<file path="config.mk">
export PLATFORM = sky130hd
export DESIGN_NAME = xor_decryption_rx
export DESIGN_NICKNAME = d
export VERILOG_FILES = /design/src/rtl/xor_cipher_pkg.sv /design/src/rtl/xor_key_shift_reg.sv /design/src/rtl/xor_decryption_rx.sv
export SDC_FILE = /design/constraint.sdc
export NUM_CORES = 1
export LEC_CHECK = 0
export ABC_AREA = 1
export CORE_MARGIN = 2
export CORE_UTILIZATION = 34
export CTS_CLUSTER_DIAMETER = 200
export DETAILED_ROUTE_END_ITERATION = 12
export PLACE_DENSITY_LB_ADDON = 0.25
export SLEW_MARGIN = 20
export SYNTH_ARGS = -nofsm -noshare
export SYNTH_HDL_FRONTEND = slang
export SYNTH_SLANG_ARGS = --single-unit
</file>
<file path="constraint.sdc">
create_clock -name iClk -period 4.99 [get_ports iClk]
set_input_delay 0.499 -clock iClk [delete_from_list [all_inputs] [get_ports iClk]]
set_output_delay 0.499 -clock iClk [all_outputs]
set_load 0.01 [all_outputs]
</file>
<file path="src/rtl/xor_cipher_pkg.sv">
// rtl/xor_cipher_pkg.sv - shared XOR cipher defaults, receiver state type and counter widths
package xor_cipher_pkg;

  localparam int KEY_W_DEF = 32;
  localparam int MSG_W_DEF = 512;

  function automatic int cnt_w(input int n);
    return $clog2(n + 1);
  endfunction

  localparam int KEY_CNT_W = cnt_w(KEY_W_DEF);
  localparam int BIT_CNT_W = cnt_w(MSG_W_DEF);

  typedef enum logic [1:0] {
    IDLE = 2'd0,
    RECV = 2'd1,
    DONE = 2'd2,
    ERR  = 2'd3
  } rx_state_t;

endpackage

</file>
<file path="src/rtl/xor_key_shift_reg.sv">
// rtl/xor_key_shift_reg.sv - serial key shifter with load counter, valid flag and freeze
module xor_key_shift_reg
  import xor_cipher_pkg::*;
#(
  parameter int KEY_W = KEY_W_DEF
) (
  input  logic             iClk,
  input  logic             iRst,
  input  logic             iLoad_key,
  input  logic             iKey_serial,
  input  logic             iFreeze,
  output logic [KEY_W-1:0] oKey,
  output logic             oKey_valid
);

  localparam int CW = cnt_w(KEY_W);

  logic [KEY_W-1:0] r_key;
  logic [CW-1:0]    r_cnt;
  logic             r_load_d;

  // Count saturates at KEY_W; a rising load restarts it so the new bit counts as the first.
  always_ff @(posedge iClk) begin
    if (iRst) begin
      r_key    <= '0;
      r_cnt    <= '0;
      r_load_d <= 1'b0;
    end else begin
      r_load_d <= iLoad_key;
      if (iLoad_key && !iFreeze) begin
        r_key <= {r_key[KEY_W-2:0], iKey_serial};
        if (!r_load_d)
          r_cnt <= CW'(1);
        else if (r_cnt != CW'(KEY_W))
          r_cnt <= r_cnt + CW'(1);
      end
    end
  end

  assign oKey       = r_key;
  assign oKey_valid = (r_cnt == CW'(KEY_W));

endmodule

</file>
<file path="src/rtl/xor_decryption_rx.sv">
// rtl/xor_decryption_rx.sv - serial XOR decryption receiver; XOR_DEC_SERIAL_OUT_EN adds a serial plaintext tap
module xor_decryption_rx
  import xor_cipher_pkg::*;
#(
  parameter int KEY_W = KEY_W_DEF,
  parameter int MSG_W = MSG_W_DEF
) (
  input  logic             iClk,
  input  logic             iRst,
  input  logic             iLoad_key,
  input  logic             iKey_serial,
  input  logic             iSerial_in,
  input  logic             iSerial_valid,
  input  logic             iSerial_end,
`ifdef XOR_DEC_SERIAL_OUT_EN
  output logic             oPlain_serial,
  output logic             oPlain_valid,
`endif
  output logic             oKey_valid,
  output logic             oBusy,
  output logic [MSG_W-1:0] oPlaintext,
  output logic             oDone,
  output logic             oFrame_err
);

  localparam int CNT_W  = cnt_w(MSG_W);
  localparam int PIDX_W = $clog2(MSG_W);
  localparam int KIDX_W = $clog2(KEY_W);

  rx_state_t        r_state;
  logic [CNT_W-1:0] r_cnt;
  logic [MSG_W-1:0] r_plain;

  logic [KEY_W-1:0]  w_key;
  logic              w_key_valid;
  logic              w_busy;
  logic              w_start;
  logic              w_accept;
  logic              w_overflow;
  logic [CNT_W-1:0]  w_cnt_base;
  logic [CNT_W-1:0]  w_cnt_next;
  logic [CNT_W-1:0]  w_idx;
  logic [PIDX_W-1:0] w_pidx;
  logic [KIDX_W-1:0] w_kidx;
  logic              w_bit;

  xor_key_shift_reg #(.KEY_W(KEY_W)) u_key (
    .iClk        (iClk),
    .iRst        (iRst),
    .iLoad_key   (iLoad_key),
    .iKey_serial (iKey_serial),
    .iFreeze     (w_busy),
    .oKey        (w_key),
    .oKey_valid  (w_key_valid)
  );

  assign w_busy     = (r_state == RECV);
  assign w_start    = !w_busy && iSerial_valid;
  assign w_overflow = w_busy && iSerial_valid && (r_cnt == CNT_W'(MSG_W));
  assign w_accept   = w_start || (w_busy && iSerial_valid && !w_overflow);
  assign w_cnt_base = w_start ? '0 : r_cnt;
  assign w_cnt_next = w_cnt_base + CNT_W'(w_accept);

  // First received bit lands at MSB; the key repeats every KEY_W bits of the frame.
  assign w_idx  = CNT_W'(MSG_W - 1) - w_cnt_base;
  assign w_pidx = PIDX_W'(w_idx);
  assign w_kidx = KIDX_W'(w_idx % CNT_W'(KEY_W));
  assign w_bit  = iSerial_in ^ w_key[w_kidx];

  always_ff @(posedge iClk) begin
    if (iRst) begin
      r_state <= IDLE;
      r_cnt   <= '0;
      r_plain <= '0;
    end else begin
      if (w_start)
        r_plain <= '0;
      if (w_accept)
        r_plain[w_pidx] <= w_bit;
      if (w_start || w_busy)
        r_cnt <= w_cnt_next;
      if (w_start || w_busy) begin
        if (w_overflow)
          r_state <= ERR;
        else if (iSerial_end)
          r_state <= (w_cnt_next == CNT_W'(MSG_W) && w_key_valid) ? DONE : ERR;
        else
          r_state <= RECV;
      end
    end
  end

`ifdef XOR_DEC_SERIAL_OUT_EN
  logic r_plain_serial;
  logic r_plain_valid;

  always_ff @(posedge iClk) begin
    if (iRst) begin
      r_plain_serial <= 1'b0;
      r_plain_valid  <= 1'b0;
    end else begin
      r_plain_valid <= w_accept;
      if (w_accept)
        r_plain_serial <= w_bit;
    end
  end

  assign oPlain_serial = r_plain_serial;
  assign oPlain_valid  = r_plain_valid;
`endif

  assign oKey_valid = w_key_valid;
  assign oBusy      = w_busy;
  assign oPlaintext = r_plain;
  assign oDone      = (r_state == DONE);
  assign oFrame_err = (r_state == ERR);

endmodule

</file>
==> impl_metrics.py <==
metrics = {
    "route": {
        "drt-pass1-iter-count": 5,
        "drt-vias-per-instance": 4.92,
        "ant_nets": 0,
        "vias": 26900,
        "post-route-drc-count": 0,
        "postRouteWirelength_um": 101000,
        "wire_per_inst_um": 18.5,
        "first_iter_violations": 2539,
    },
    "timing": {
        "worst_pin_slew_ns": 1.17,
        "slew_headroom": 0.217,
        "rsz0062_at_grt": "no",
        "max_freq_ghz": 0.269,
        "hold_viol": 0,
        "setup-tns-final_ns": 0,
        "setup_viol": 0,
        "maxSlewViolCount": 0,
        "fin_crit_sh": 0.744,
        "min_period_ns": 3.71,
        "final.setup_skew_ns": 0.0238,
    },
    "global_routing": {
        "grt_pass1_wl_um": 151000,
        "gr-usage-all-layers": 0.240,
        "first_global_vias": 23900,
        "grt_max_degree": 219,
        "overflow": 0,
        "antenna_found_initial": 1,
    },
    "logic_synthesis": {
        "ys_seq_elements": 563,
        "synth_ff_type": "dfxtp_1",
        "synth_fp_nets": 4039,
        "netlist_area_mm2": 0.0266,
        "synth-seq-area-share": 0.423,
        "synth_area_per_cell_um2": 6.61,
        "synth_warnings": 0,
        "syn_inst": 4028,
        "synth_edf_count": 0,
        "async_flop_share": 0,
        "ys_types": 35,
    },
    "clocking": {
        "cts_inserted_buffers": 67,
        "cts_sinks": 563,
        "hold_buffers": 0,
        "cts_resized": 0,
        "clkSlewWorstSetupHoldPaths_ns": 0.06,
        "cts_root_buffer": "clkbuf_16",
        "cts_tree": "built",
        "postCtsSetupBuffers": 0,
        "clock_latency_ns": 0.61,
        "clock_path_buffers": 3,
        "cts-htree-levels": 3,
    },
    "cells_and_area": {
        "final_cell_mix": "nand2_1, a21oi_1, dfxtp_1, clkdlybuf4s50_1, inv_1",
        "fillers": 7909,
        "finalInstanceArea_mm2": 0.0346,
        "layout-drive-gt1-share": 0.0551,
        "final_common_cell": "nand2_1",
        "syn_to_final_growth_pct": 29.8,
        "fin_nets": 4392,
    },
    "critical_path": {
        "end_kind": "register",
        "crit_arrival_ns": 4.26,
        "cp-start-kind": "register",
        "cp_max_fo": 130,
        "cp.required_ns": 5.54,
        "worst-setup-path-type": "register to register",
    },
    "floorplan": {
        "placement_rows": 102,
        "core_mm2": 0.0775,
        "start_util": 0.344,
        "fp.dieArea_mm2": 0.0806,
        "fp.dieH_um": 284,
        "ios": 523,
        "die_w_um": 284,
    },
    "power": {
        "peakVddDrop_mv": 0.184,
        "p_leak_uw": 0.0144,
        "power_frac_clock": 0.483,
        "switching_share": 0.271,
        "power_density_mw_per_mm2": 309,
        "switchingPower_uw": 2900,
        "power_frac_seq": 0.427,
        "intPower_uw": 7790,
        "combPwrFrac": 0.091,
    },
    "place": {
        "placed_area_mm2": 0.0323,
        "place.gp.congestion": 0.815,
        "post-dp-hpwl_um": 63200,
        "port_buffers": 522,
    },
    "hold_path": {
        "min_path_type": "primary input to register",
    },
    "run": {
        "maxCapViolCount": 0,
    },
    "outcome": {
        "status": "complete, no violations",
    },
}
[power groups by stage]
stage / combinational (µW) / clock [µW] / sequential, µW
2_1_floorplan: 734 / 0 / 4650
3_3_place_gp: 970 / 0 / 4660
3_5_place_dp: 962 / 0 / 4660
4_1_cts: 964 / 5260 / 4560
5_1_grt: 1050 / 5440 / 4560
6_report: 968 / 5160 / 4560
[layer usage]
metal	routed length [µm]	track usage	vias to the layer above
met5	0	0	-
li1	-	-	13500
met3	6920	0.0512	154
met4	3230	0.0799	0
met1	44700	0.320	12400
met2	46400	0.384	823
[path summary, 6_finish.rpt]
| path | start | end | slack (ns) | cells after the start |
|---|---|---|---|---|
| setup reg to reg | r_cnt[0] | oPlaintext[353] | 1.28 | 11 |
| hold / removal | iRst | oPlaintext[238] | 0.46 | 4 |
| setup / recovery | r_cnt[0] | oPlaintext[353] | 1.28 | 11 |
| hold reg to reg | u_key.oKey[10] | u_key.oKey[10] | 0.47 | 2 |
[logic make-up (layout without fill, tap and decap cells)]
logic type               Yosys count  after routing  share of synthesized area
AND/OR/NAND/NOR                 1554           1554                      0.240
buffers and inverters            796           1198                      0.124
other                              0              1                          0
flip-flops                       563            563                      0.423
AO/OA/AOI/OAI                   1105           1105                      0.209
XOR/XNOR                           6              6                    0.00197
adder cells (fa/ha/maj)            4              4                    0.00188
[Yosys cell counts (2+ instances only)]
master,instances,share of area
a21oi_1,630,0.12
buf_1,8,0.0011
buf_2,105,0.020
buf_4,18,0.0051
buf_6,14,0.0059
clkbuf_1,135,0.019
dfxtp_1,563,0.42
ha_1,4,0.0019
inv_1,492,0.069
inv_2,21,0.0030
nand2_1,1078,0.15
nand2_2,9,0.0021
nand2_4,4,0.0017
nand3_1,107,0.020
nand3_2,4,0.0015
nand4_1,9,0.0021
nor2_1,277,0.039
nor2_2,27,0.0063
nor2_4,27,0.011
nor3_1,6,0.0011
nor3b_1,2,0.00056
o211ai_1,11,0.0031
o21ai_0,77,0.014
o21ai_1,385,0.072
xnor2_1,2,0.00066
xor2_1,4,0.0013
[state kept, by name, summed over array words and instances, names as in the netlist]
register and flops:
u_key.r_load_d 1, u_key.r_cnt 6, r_state 2, u_key.oKey 32, r_cnt 10, oPlaintext 512
[worst max-delay path: stages (launching register included)]
cell     delay, ns
dfxtp_1       0.62
inv_2         0.12
nand2_2       0.18
nor2_1        0.08
nand4_1       0.22
nand2_8       0.51
nor2_4        0.96
buf_4         0.42
nand2_1       0.11
a21oi_1       0.14
o21ai_0       0.11
inv_1         0.08
[stage by stage]
step | util | worst slack [ns] | power (µW) | instances | hold WS [ns]
4_1_cts | 0.446 | 1.28 | 10800 | 5470 | 0.440
3_5_place_dp | 0.417 | 0.796 | 5620 | 5352 | 0.469
2_1_floorplan | - | 2.26 | 5380 | 4028 | 0.441
6_report | 0.446 | 1.28 | 10700 | 5471 | 0.463
5_1_grt | 0.446 | 1.01 | 11100 | 5471 | 0.479
3_3_place_gp | 0.417 | 0.845 | 5630 | 5352 | 0.464
[cell type report]
| type | count | area [µm²] | area share |
|---|---|---|---|
| repair buffers | 565 | 5650 | 0.164 |
| diodes | 1 | 2.50 | 0.0000724 |
| clock buffers | 91 | 1880 | 0.0543 |
| flip-flops and latches | 563 | 11300 | 0.326 |
| well taps | 1040 | 1300 | 0.0377 |
| clock inverters | 27 | 408 | 0.0118 |
| multi-input cells | 2669 | 12100 | 0.350 |
| inverters | 515 | 1940 | 0.0561 |
(Power assumes the default switching activity.)
